File: src/rtl/fir_coeff_ctrl.sv
// Coefficient configuration controller for the 10-tap FIR: shadow-bank writes,
// drain-gated commit, and an atomic swap into the active coefficient outputs.
module fir_coeff_ctrl #(
    parameter int unsigned NB        = 11,
    parameter int unsigned NTAPS     = 10,
    parameter int unsigned IDX_W     = 4,
    parameter int unsigned DRAIN_CYC = 4
) (
    input  logic                  CLK,
    input  logic                  RSTn,
    input  logic                  CFG_VALID,
    output logic                  CFG_READY,
    input  logic [IDX_W-1:0]      CFG_IDX,
    input  logic [NB-1:0]         CFG_DATA,
    input  logic                  CFG_COMMIT,
    input  logic [NB-1:0]         DIN_S,
    input  logic                  VIN_S,
    output logic [NB-1:0]         DIN,
    output logic                  VIN,
    output logic [NTAPS*NB-1:0]   COEFF_OUT,
    output logic                  BUSY,
    output logic                  CFG_ERR,
    output logic [7:0]            DROP_CNT
);

    localparam int unsigned CNT_W = (DRAIN_CYC > 1) ? $clog2(DRAIN_CYC) : 1;

    typedef enum logic [1:0] {
        IDLE  = 2'd0,
        DRAIN = 2'd1,
        SWAP  = 2'd2
    } state_t;

    state_t             state;
    state_t             state_nxt;
    logic [CNT_W-1:0]   cnt;
    logic [CNT_W-1:0]   cnt_nxt;
    logic               wr_ok_c;
    logic               wr_bad_c;
    logic               gated_c;
    logic [NB-1:0]      shadow [NTAPS];

    // Next-state, drain counter and write-decode logic
    always_comb begin
        state_nxt = state;
        cnt_nxt   = cnt;
        wr_ok_c   = 1'b0;
        wr_bad_c  = 1'b0;
        gated_c   = (state != IDLE);
        case (state)
            IDLE: begin
                if (CFG_VALID) begin
                    if (CFG_IDX < IDX_W'(NTAPS)) begin
                        wr_ok_c = 1'b1;
                    end else begin
                        wr_bad_c = 1'b1;
                    end
                end
                if (CFG_COMMIT) begin
                    state_nxt = DRAIN;
                    cnt_nxt   = CNT_W'(DRAIN_CYC - 1);
                end
            end
            DRAIN: begin
                if (cnt == '0) begin
                    state_nxt = SWAP;
                end else begin
                    cnt_nxt = cnt - CNT_W'(1);
                end
            end
            SWAP: begin
                state_nxt = IDLE;
            end
            default: begin
                state_nxt = IDLE;
            end
        endcase
    end

    // State and drain counter registers
    always_ff @(posedge CLK or negedge RSTn) begin
        if (!RSTn) begin
            state <= IDLE;
            cnt   <= '0;
        end else begin
            state <= state_nxt;
            cnt   <= cnt_nxt;
        end
    end

    // Handshake/status outputs, registered from the upcoming state
    always_ff @(posedge CLK or negedge RSTn) begin
        if (!RSTn) begin
            CFG_READY <= 1'b1;
            BUSY      <= 1'b0;
            CFG_ERR   <= 1'b0;
        end else begin
            CFG_READY <= (state_nxt == IDLE);
            BUSY      <= (state_nxt != IDLE);
            CFG_ERR   <= wr_bad_c;
        end
    end

    // Sample forwarding; gated while draining or swapping
    always_ff @(posedge CLK or negedge RSTn) begin
        if (!RSTn) begin
            DIN <= '0;
            VIN <= 1'b0;
        end else begin
            VIN <= VIN_S & ~gated_c;
            if (VIN_S && !gated_c) begin
                DIN <= DIN_S;
            end
        end
    end

    // Saturating count of samples discarded while gated
    always_ff @(posedge CLK or negedge RSTn) begin
        if (!RSTn) begin
            DROP_CNT <= '0;
        end else if (gated_c && VIN_S && (DROP_CNT != 8'hFF)) begin
            DROP_CNT <= DROP_CNT + 8'd1;
        end
    end

    // Shadow bank writes
    always_ff @(posedge CLK or negedge RSTn) begin
        if (!RSTn) begin
            for (int i = 0; i < int'(NTAPS); i++) begin
                shadow[i] <= '0;
            end
        end else begin
            for (int i = 0; i < int'(NTAPS); i++) begin
                if (wr_ok_c && (CFG_IDX == IDX_W'(i))) begin
                    shadow[i] <= CFG_DATA;
                end
            end
        end
    end

    // Active bank: all taps replaced together in the swap cycle
    always_ff @(posedge CLK or negedge RSTn) begin
        if (!RSTn) begin
            COEFF_OUT <= '0;
        end else if (state == SWAP) begin
            for (int i = 0; i < int'(NTAPS); i++) begin
                COEFF_OUT[i*NB +: NB] <= shadow[i];
            end
        end
    end

endmodule

File: config.mk
export PLATFORM = sky130hd
export DESIGN_NAME = fir_coeff_ctrl
export DESIGN_NICKNAME = d
export VERILOG_FILES = /design/src/rtl/fir_coeff_ctrl.sv
export SDC_FILE = /design/constraint.sdc
export NUM_CORES = 1
export LEC_CHECK = 0
export CAP_MARGIN = 20
export CORE_MARGIN = 1
export CORE_UTILIZATION = 50
export CTS_CLUSTER_SIZE = 40
export DETAILED_ROUTE_END_ITERATION = 7
export PLACE_DENSITY = 0.74
export SYNTH_ARGS = -nofsm -noshare
export SYNTH_HDL_FRONTEND = slang
export SYNTH_SLANG_ARGS = --single-unit
File: constraint.sdc
create_clock -name CLK -period 2.3 [get_ports CLK]
set_input_delay 0.46 -clock CLK [delete_from_list [all_inputs] [get_ports CLK]]
set_output_delay 0.46 -clock CLK [all_outputs]
set_load 0.05 [all_outputs]
# ---- Yosys cells after proc, flatten, opt, wreduce, memory -nomap -nowiden
# Cells that the tools add are included.
dict set report word_totals {
  elab_cells 72
  inputBits 31
  ff_bits 247
  out_inout_bits 133
}
dict set report op_classes {
  n_eq_ne 14
  magnitude_cmp 1
  n_mux 12
  addsub 2
  reduce_logical 22
  bitwise 2
}
# op n
set op_table {}
lappend op_table {{4-bit by 3-bit == test with 1-bit output (second input constant)} 4}
lappend op_table {{1-bit logical AND} 13}
lappend op_table {{8-bit by 1-bit adder with 8-bit output (second input constant)} 1}
lappend op_table {{4-bit by 2-bit == test with 1-bit output (second input constant)} 2}
lappend op_table {{4-bit == test (second input constant)} 2}
lappend op_table {{2-bit two-way mux} 4}
lappend op_table {{8-bit != test (second input constant)} 1}
lappend op_table {{2-bit case mux with 2 select lines} 2}
lappend op_table {{2-bit zero test} 3}
lappend op_table {{1-bit two-way mux} 6}
lappend op_table {{2-bit nonzero test} 3}
lappend op_table {{4-bit by 1-bit == test with 1-bit output (second input constant)} 1}
lappend op_table {{4-bit zero test} 1}
lappend op_table {{4-bit < comparator (second input constant)} 1}
lappend op_table {{2-bit != test (second input constant)} 2}
lappend op_table {{3-bit AND reduction} 1}
lappend op_table {{2-bit by 1-bit == test with 1-bit output (second input constant)} 1}
lappend op_table {{2-bit == test (second input constant)} 1}
lappend op_table {{2-bit by 1-bit subtractor with 2-bit output (second input constant)} 1}
lappend op_table {{1-bit AND} 1}
lappend op_table {{1-bit zero test} 1}
lappend op_table {{1-bit inverter} 1}

# ---- Depth between registers and ports, before layout
# Gate-level depths: netlist (run 1).
dict set report depth {
  ltp_word 5
  ltp_mapped 5
  mapped_depth_nobuf 5
}

# ---- Worst setup path after synthesis (run 1)
# Ideal clock, no wire load.
dict set report synth_timing {
  path_kind {register to register}
  startpoint {reg DROP_CNT[0]}
  endpoint {reg DROP_CNT[1]}
  stages_incl_launch_ff 5
  period_less_slack_ps 1905
  setup_time_ps 125
  slack_ps 395
  required_time_ps 2175
  path_buffers 0
  arrival_ps 1780
  path_cell_list {dfrtp_1 > ha_1 > nand4_1 > o21ai_0 > mux2_2}
}
dict set report synth_between {
  elab_chain_cells 2
  elab_cells_between_ends 3
  classes_between {1 x add/sub; 1 x eq/ne; 1 x reduce/logical}
}
# item line_no
set synth_rtl {}
lappend synth_rtl {{start: declaration} 23} ;# output logic [7:0] DROP_CNT
lappend synth_rtl {{start signal: assignment} 122} ;# DROP_CNT <= DROP_CNT + 8'd1;
lappend synth_rtl {{parallel branches: the longest is 2 deep, another holds 8-bit by 1-bit adder with 8-bit output} -}
# Several ways; the timed one is not identified.
# A chain may end at the register's enable or synchronous reset.

# ---- Worst setup path in the final report (run 1)
dict set report layout_timing {
  startpoint {reg DROP_CNT[4]}
  endpoint {out DROP_CNT[4]}
}
# No word-level cell between the ends.

==> results.md, run 1 <==
* Die ar. at 19,600 sq um
* CTS root buf: clkbuf_16
* WL met1 at between 8 and 9 mm
* Number of antenna violations at the first check in global routing at 2
* Die Y at about 140 um
* Crit path buf inv count at 1
* Clock Skews at 0.00528 ns
* Highest metal used: met5
* Count of final max-slew check failures at 0
* Total wire length at 19.8 mm
* Final min period at roughly 2.2 ns
* H-tree depth at 1
* Hold Vio Cnt, Final at 0
* Depth of the worst register-to-register path at 4
* Avg Vias per Cell at 5.31
* Post-route clock period utilization at 0.975
* #FFs+latches synth at 247
* CP peak stage delay at approximately 0.84 ns
* First-pass GRT wire length at 31.7 mm
* Met2 routed WL at 9.55 mm
* Worst-skew pair later-pin latency at 0.50 ns
* CTS Buffer Depth at 3
* # rows at 50
* Top delay family on crit path: buffers and inverters
* Fmax at between 0.4 and 0.5 GHz
* Via count at 5,316
* Sequential area share after synthesis at 0.651
* CP Cell Sequence: clkdlybuf4s50_1
* Met3 routed WL at 1.41 mm
* Largest net degree at the start of global routing at 67
* Mapped Nets at 607
* Worst setup SP type: flop
* Grt ovf at 0
* Vias in the first global route at 5,707
* Leakage at approximately 5.9 nW
* Slew headroom at 0.506
* Core area at 18,600 sq um
* Die X at 140 um
* DRC violations left at 0
* Cell Area, Synth at between 9000 and 10,000 sq um
* Number of synthesis warnings at 0
* Most common cell after layout, fill and taps aside: dfrtp_1
* Setup_tns at 0 ns
* Nets@finish at 784
* Register area at 6180 sq um
* GP Congestion at 0.782
* Layout cells sized above 1 at 0.395
* Fillers at 1,318
* Tightest Pin Transition at approximately 0.74 ns
* Net Sw Frac at 0.385
* Setup-failing EPs final at 0
* Total power divided by cell area at around 1500 nW/um^2
* Worst hold path type: primary input to async pin
* Critical Path RT at approximately 1.8 ns
* Post-Synthesis Cells at 574
* CTS buffer count at 25
* Worst VDD drop at 0.908 mV
* Placed insts at roughly 960
* Initial Utilization at 0.510
* GRT Util Overall at 0.210
* Max Cap Viol at 0
* Layout Area Growth over Synthesis at 29.3%
* Status: finished clean
* Crit Path Class: flop to output pin
* Detailed placer's ending HPWL at 13.1 mm
* Power, Total at 18.7 mW
* Layout Cells excl Fill at 1,001
* Syn avg cell area at 16.6 sq um
* P_sw at 7.21 mW
* Most frequent cells in the layout: dfrtp_1 (246), mux2_2 (226), clkdlybuf4s50_1 (160)
* # IOs at around 160
* RSZ-0062 raised after global routing: false
* Initial DRC Count at ~200
* Reg clk slew, reported paths at 0.06 ns
* Area of the multi-input gates at around 3100 sq um
* Slowest CP cell: clkdlybuf4s50_1
* Crit Path Max Fanout at 6
* DRT Pass-1 Iters at 4
* Crit path capture type: output pin
* Internal power at approximately 11 mW
* Seq pwr share at 0.382
* Inserted Diodes at 0
* CP arrival at roughly 1.8 ns
* Antenna-violating nets left at 0
* TritonCTS clock tree: done
* Netlist cell types at 35
* Comb pwr share at 0.415
* Clock share of power at 0.203
* CP Depth at 1
* Clk sinks at approximately 250
* Routed WL per cell at 19.8 um
* Port bufs at 163
## path summary, 6_finish.rpt
check                            start              to  slack, ns
max                        DROP_CNT[4]     DROP_CNT[4]       0.06
min in group CLK            shadow[21]   COEFF_OUT[98]       0.50
min reg2reg                 shadow[21]   COEFF_OUT[98]       0.50
min                               RSTn  COEFF_OUT[102]       0.42
max in group asynchronous         RSTn   COEFF_OUT[35]       1.12
max reg2reg                DROP_CNT[0]     DROP_CNT[1]       0.52
## power by group through the flow
stage	sequential (mW)	clock (mW)	combinational [mW]
after floorplan	10.2	0	2.02
after CTS	7.16	3.90	7.83
after detailed placement	7.22	0	7.80
after global placement	7.11	0	7.64
final	7.14	3.81	7.76
after global routing	7.36	4.09	8.10
## logic make-up (layout without fill, tap and decap cells)
family                     Yosys count  count (layout)  synth area share
xor gates and xnor gates             4               4           0.00369
buffers and inverters               39             232            0.0237
and+or+nand+nor                     37              37            0.0286
AOI/OAI and AO/OA                    8               8           0.00593
muxes                              237             237             0.285
DFF                                247             247             0.651
adders and majority gates            2               2           0.00263
## cell usage after synthesis (all sizes together)
master     n  area, sq um
buf       36          214
o2111ai    1         8.76
or2        1         6.26
nand4b     1         8.76
nor2       6         22.5
nand4      2         12.5
mux2i      1         10.0
or4        1         11.3
xnor2      4         35.0
nand2      4         15.0
inv        3         11.3
a21oi      1         5.00
nand4bb    1         11.3
o21ai      1         5.00
nor4b      1         23.8
nand3      4         20.0
dfstp      1         26.3
and4       1         8.76
nand3b     1         7.51
o211ai     3         22.5
mux2     236         2700
o21a       1         7.51
dfrtp    246         6160
nor4bb     1         25.0
nor3b      2         15.0
ha         2         25.0
and3b      3         26.3
a22oi      1         7.51
and4b      2         20.0
nand2b     4         25.0
and3       2         12.5
## routing by layer
metal,up-vias,GRT usage
met5,-,0
met3,25,0.0606
met1,2755,0.276
li1,2382,-
met2,150,0.349
met4,4,0.0428
## flip-flops by register name, indices dropped and copies added (netlist names)
name,count
CFG_ERR,1
VIN,1
cnt,2
state,2
BUSY,1
CFG_READY,1
DROP_CNT,8
DIN,11
shadow,110
COEFF_OUT,110
## final cells by class
type                       count  share of cell area
clock inverter                 5             0.00234
multi-input combinational    288               0.252
tap                          234              0.0238
clock buffer                  38              0.0614
sequential                   247               0.503
timing repair buffer         186               0.156
inverter                       3            0.000916
## per-stage QoR
| step | hold slack (ns) | setup slack [ns] | instance area (sq um) | utilization |
|---|---|---|---|---|
| final | 0.418 | 0.0564 | 12300 | 0.659 |
| after global routing | 0.440 | 0.00606 | 12300 | 0.659 |
| after global placement | 0.344 | 0.0286 | 11500 | 0.616 |
| after CTS | 0.412 | 0.00303 | 12300 | 0.659 |
| after detailed placement | 0.356 | -0.0129 | 11500 | 0.616 |
| after floorplan | 0.164 | 0.395 | 9500 | - |
## timing repair
| action | 4_1_cts | 5_1_grt |
|---|---|---|
| hold endpoints to repair | 32 | 0 |
| hold buffers | 1 | 0 |
| buffers inserted | 0 | 0 |
| resized for setup | 0 | 2 |
| setup endpoints to repair | 0 | 2 |
Power figures use the tool's default switching activity.
==> run 2, diff against run 1 <==
ABC_CLOCK_PERIOD_IN_PS = 2300   (was not set)
==> results of run 2 <==
No change in the layout: final DEF, timing and power equal those of run 1.
==> run 3, diff against run 2 <==
SETUP_SLACK_MARGIN = 0.2   (was not set)
==> run 3 against run 2 <==
  * Clock skew fell by 0.00097 ns
  * Clock-buffer cell count did not move
  * Final area fell by 1.4%
  * First-iteration DRC count is 6.1% lower
  * Power shrank 3.8%
  * Global-route usage increased by 0.076 points
  * Clock power about the same
  * Combinational power is 8.5% lower
  * Sequential power decreased by 0.7%
  * Register-to-register slack is essentially flat
  * Non-clock buffer count unchanged
  * Hold slack improved by 0.0061 ns
  * Critical endpoint is now CFG_READY
  * Largest cell class unchanged
==> results.md, run 3 (synthesized netlist as in run 1, its figures left out) <==
* CTS buffer count at 25 (unchanged)
* Worst-skew pair later-pin latency at 0.50 ns (about the same)
* Reg clk slew, reported paths at 0.06 ns (about the same)
* First-pass GRT wire length at 31.8 mm (+0.39%)
* # IOs at 164 (unchanged)
* Total wire length at 19.7 mm (-0.55%)
* Avg Vias per Cell at 5.30 (-0.26%)
* Port bufs at 163 (unchanged)
* Initial Utilization at 0.510 (unchanged)
* Most common cell after layout, fill and taps aside: dfrtp_1
* Leakage at 6.34 nW (+8.3%)
* CTS root buf: clkbuf_16
* Max Cap Viol at 0 (unchanged)
* Setup slack after layout at 0.304 ns (+0.248 ns)
* Setup_tns at 0 ns (unchanged)
* Via count at 5,302 (-0.26%)
* Power, Total at 18.0 mW (-3.8%)
* TritonCTS clock tree: done
* Setup-failing EPs final at 0 (unchanged)
* # Post-CTS Setup Buffers at 0 (unchanged)
* DRC violations left at 0 (unchanged)
* Die X at 140 um (unchanged)
* Final min period at 2.00 ns (-0.248 ns)
* CP Depth at 1 (unchanged)
* Initial DRC Count at 186 (-6.1%)
* Core area at 18,600 sq um (unchanged)
* H-tree depth at 1 (unchanged)
* Pre-CTS setup slack at -0.0129 ns (unchanged)
* GRT Util Overall at 0.211 (+0.000763)
* RSZ-0062 raised after global routing: false
* Reg-to-reg setup timing slack at 0.53 ns (about the same)
* Crit Path Max Fanout at 1 (-5)
* CP Cell Sequence: dlygate4sd2_1
* Top Registers: COEFF_OUT (110), shadow (110), DIN (11)
* Layout cells sized above 1 at 0.395 (unchanged)
* Slowest CP cell: dlygate4sd2_1
* Clk sinks at 247 (unchanged)
* Detailed placer's ending HPWL at 13.1 mm (unchanged)
* Die Y at 140 um (unchanged)
* Worst R2R End: DROP_CNT[1]
* Layout Area Growth over Synthesis at 27.5%
* Status: finished clean
* Worst hold path type: primary input to async pin
* Reg2reg start: DROP_CNT[0]
* CP endpoint: CFG_READY
* Antenna-violating nets left at 0 (unchanged)
* # rows at 50 (unchanged)
* Placement Cell Area at 11,500 sq um (unchanged)
* Clock Skews at 0.00431 ns (-0.000971 ns)
* Tightest Pin Transition at 0.739 ns (-0.000513 ns)
* Grt ovf at 0 (unchanged)
* Worst setup SP type: flop
* CTS Buffer Depth at 3 (unchanged)
* Crit path buf inv count at 1 (unchanged)
* Fin Hold WS at 0.424 ns (+0.00615 ns)
* DRT Pass-1 Iters at 4 (unchanged)
* Vias in the first global route at 5,698 (-0.16%)
* Worst VDD drop at 0.938 mV (+3.3%)
* Fmax at 0.501 GHz (+12%)
* CP Launch Point: CFG_READY
* Number of antenna violations at the first check in global routing at 2 (unchanged)
* Crit path capture type: output pin
* Slew headroom at 0.506 (about the same)
* Die ar. at 19,600 sq um (unchanged)
* Most frequent cells in the layout: dfrtp_1 (246), mux2_2 (226), dlygate4sd2_1 (133)
* Total power divided by cell area at 1480 nW/um^2 (-2.5%)
* Largest net degree at the start of global routing at 67 (unchanged)
* Inserted Diodes at 0 (unchanged)
* CP arrival at 1.54 ns (-0.24 ns)
* Hold Vio Cnt, Final at 0 (unchanged)
* Routed WL per cell at 19.7 um (-0.55%)
* Depth of the worst register-to-register path at 4 (unchanged)
* Critical Path RT at 1.84 ns (about the same)
* Count of final max-slew check failures at 0 (unchanged)
* Post-route clock period utilization at 0.868 (-0.108)
* Crit Path Class: flop to output pin
* Top delay family on crit path: buffers and inverters
* CP peak stage delay at 0.53 ns (-0.31 ns)
* GP Congestion at 0.782 (unchanged)
* Post-Layout Inst Area at 12,100 sq um (-1.4%)
* Nets@finish at 784 (unchanged)
run 3: cell count changes in the layout (fill, tap and decap cells not counted), sizes merged:
cell	change
dlymetal6s2s	-2
dlygate4sd2	+133
clkdlybuf4s50	-131
run 3: layout make-up:
| class | count | area (sq um) |
|---|---|---|
| Tap cell | 234 | 293 |
| Clock buffer | 38 | 754 |
| Inverter | 3 | 11.3 |
| Clock inverter | 5 | 28.8 |
| Multi-Input combinational cell | 288 | 3100 |
| Fill cell | 1391 | 6530 |
| Timing Repair Buffer | 186 | 1750 |
| Sequential cell | 247 | 6180 |
run 3: worst min-delay path by stage:
stage / from / end / cells after the start
after floorplan: RSTn / BUSY / 0
after global placement: RSTn / COEFF_OUT[108] / 1
after detailed placement: RSTn / shadow[8] / 1
after CTS: RSTn / COEFF_OUT[102] / 2
after global routing: RSTn / COEFF_OUT[102] / 2
final: RSTn / COEFF_OUT[102] / 2
run 3: what timing repair did:
item,4_1_cts,5_1_grt
endpoints found under the setup margin,133,0
resized for setup,133,0
hold endpoints to repair,32,0
hold buffers,1,0
run 3: power breakdown:
part	total (mW)	internal, mW	switching (mW)
clock network	3.80	2.25	1.55
registers	7.09	6.11	0.986
logic	7.10	2.48	4.62
total	18.0	10.8	7.15
run 3: metal layers:
metal | GRT usage | share of wire | vias up
li1 | - | - | 2390
met1 | 0.278 | 0.42 | 2726
met2 | 0.351 | 0.49 | 157
met3 | 0.0595 | 0.076 | 25
met4 | 0.0428 | 0.013 | 4
met5 | 0 | 0.0013 | -
run 3: per-stage QoR:
step                 util  cells
finish              0.650   1001
floorplan               -    574
detailed placement  0.616    957
global placement    0.616    957
global route        0.650   1001
CTS                 0.650   1001
run 3: worst reg2reg max path, delay by kind of cell (launching register included):
family | cells | cell delay, ns
compound gates | 1 | 0.38
fa+ha+maj | 1 | 0.23
flops | 1 | 0.41
mux | 1 | 0.37
simple gates | 1 | 0.26
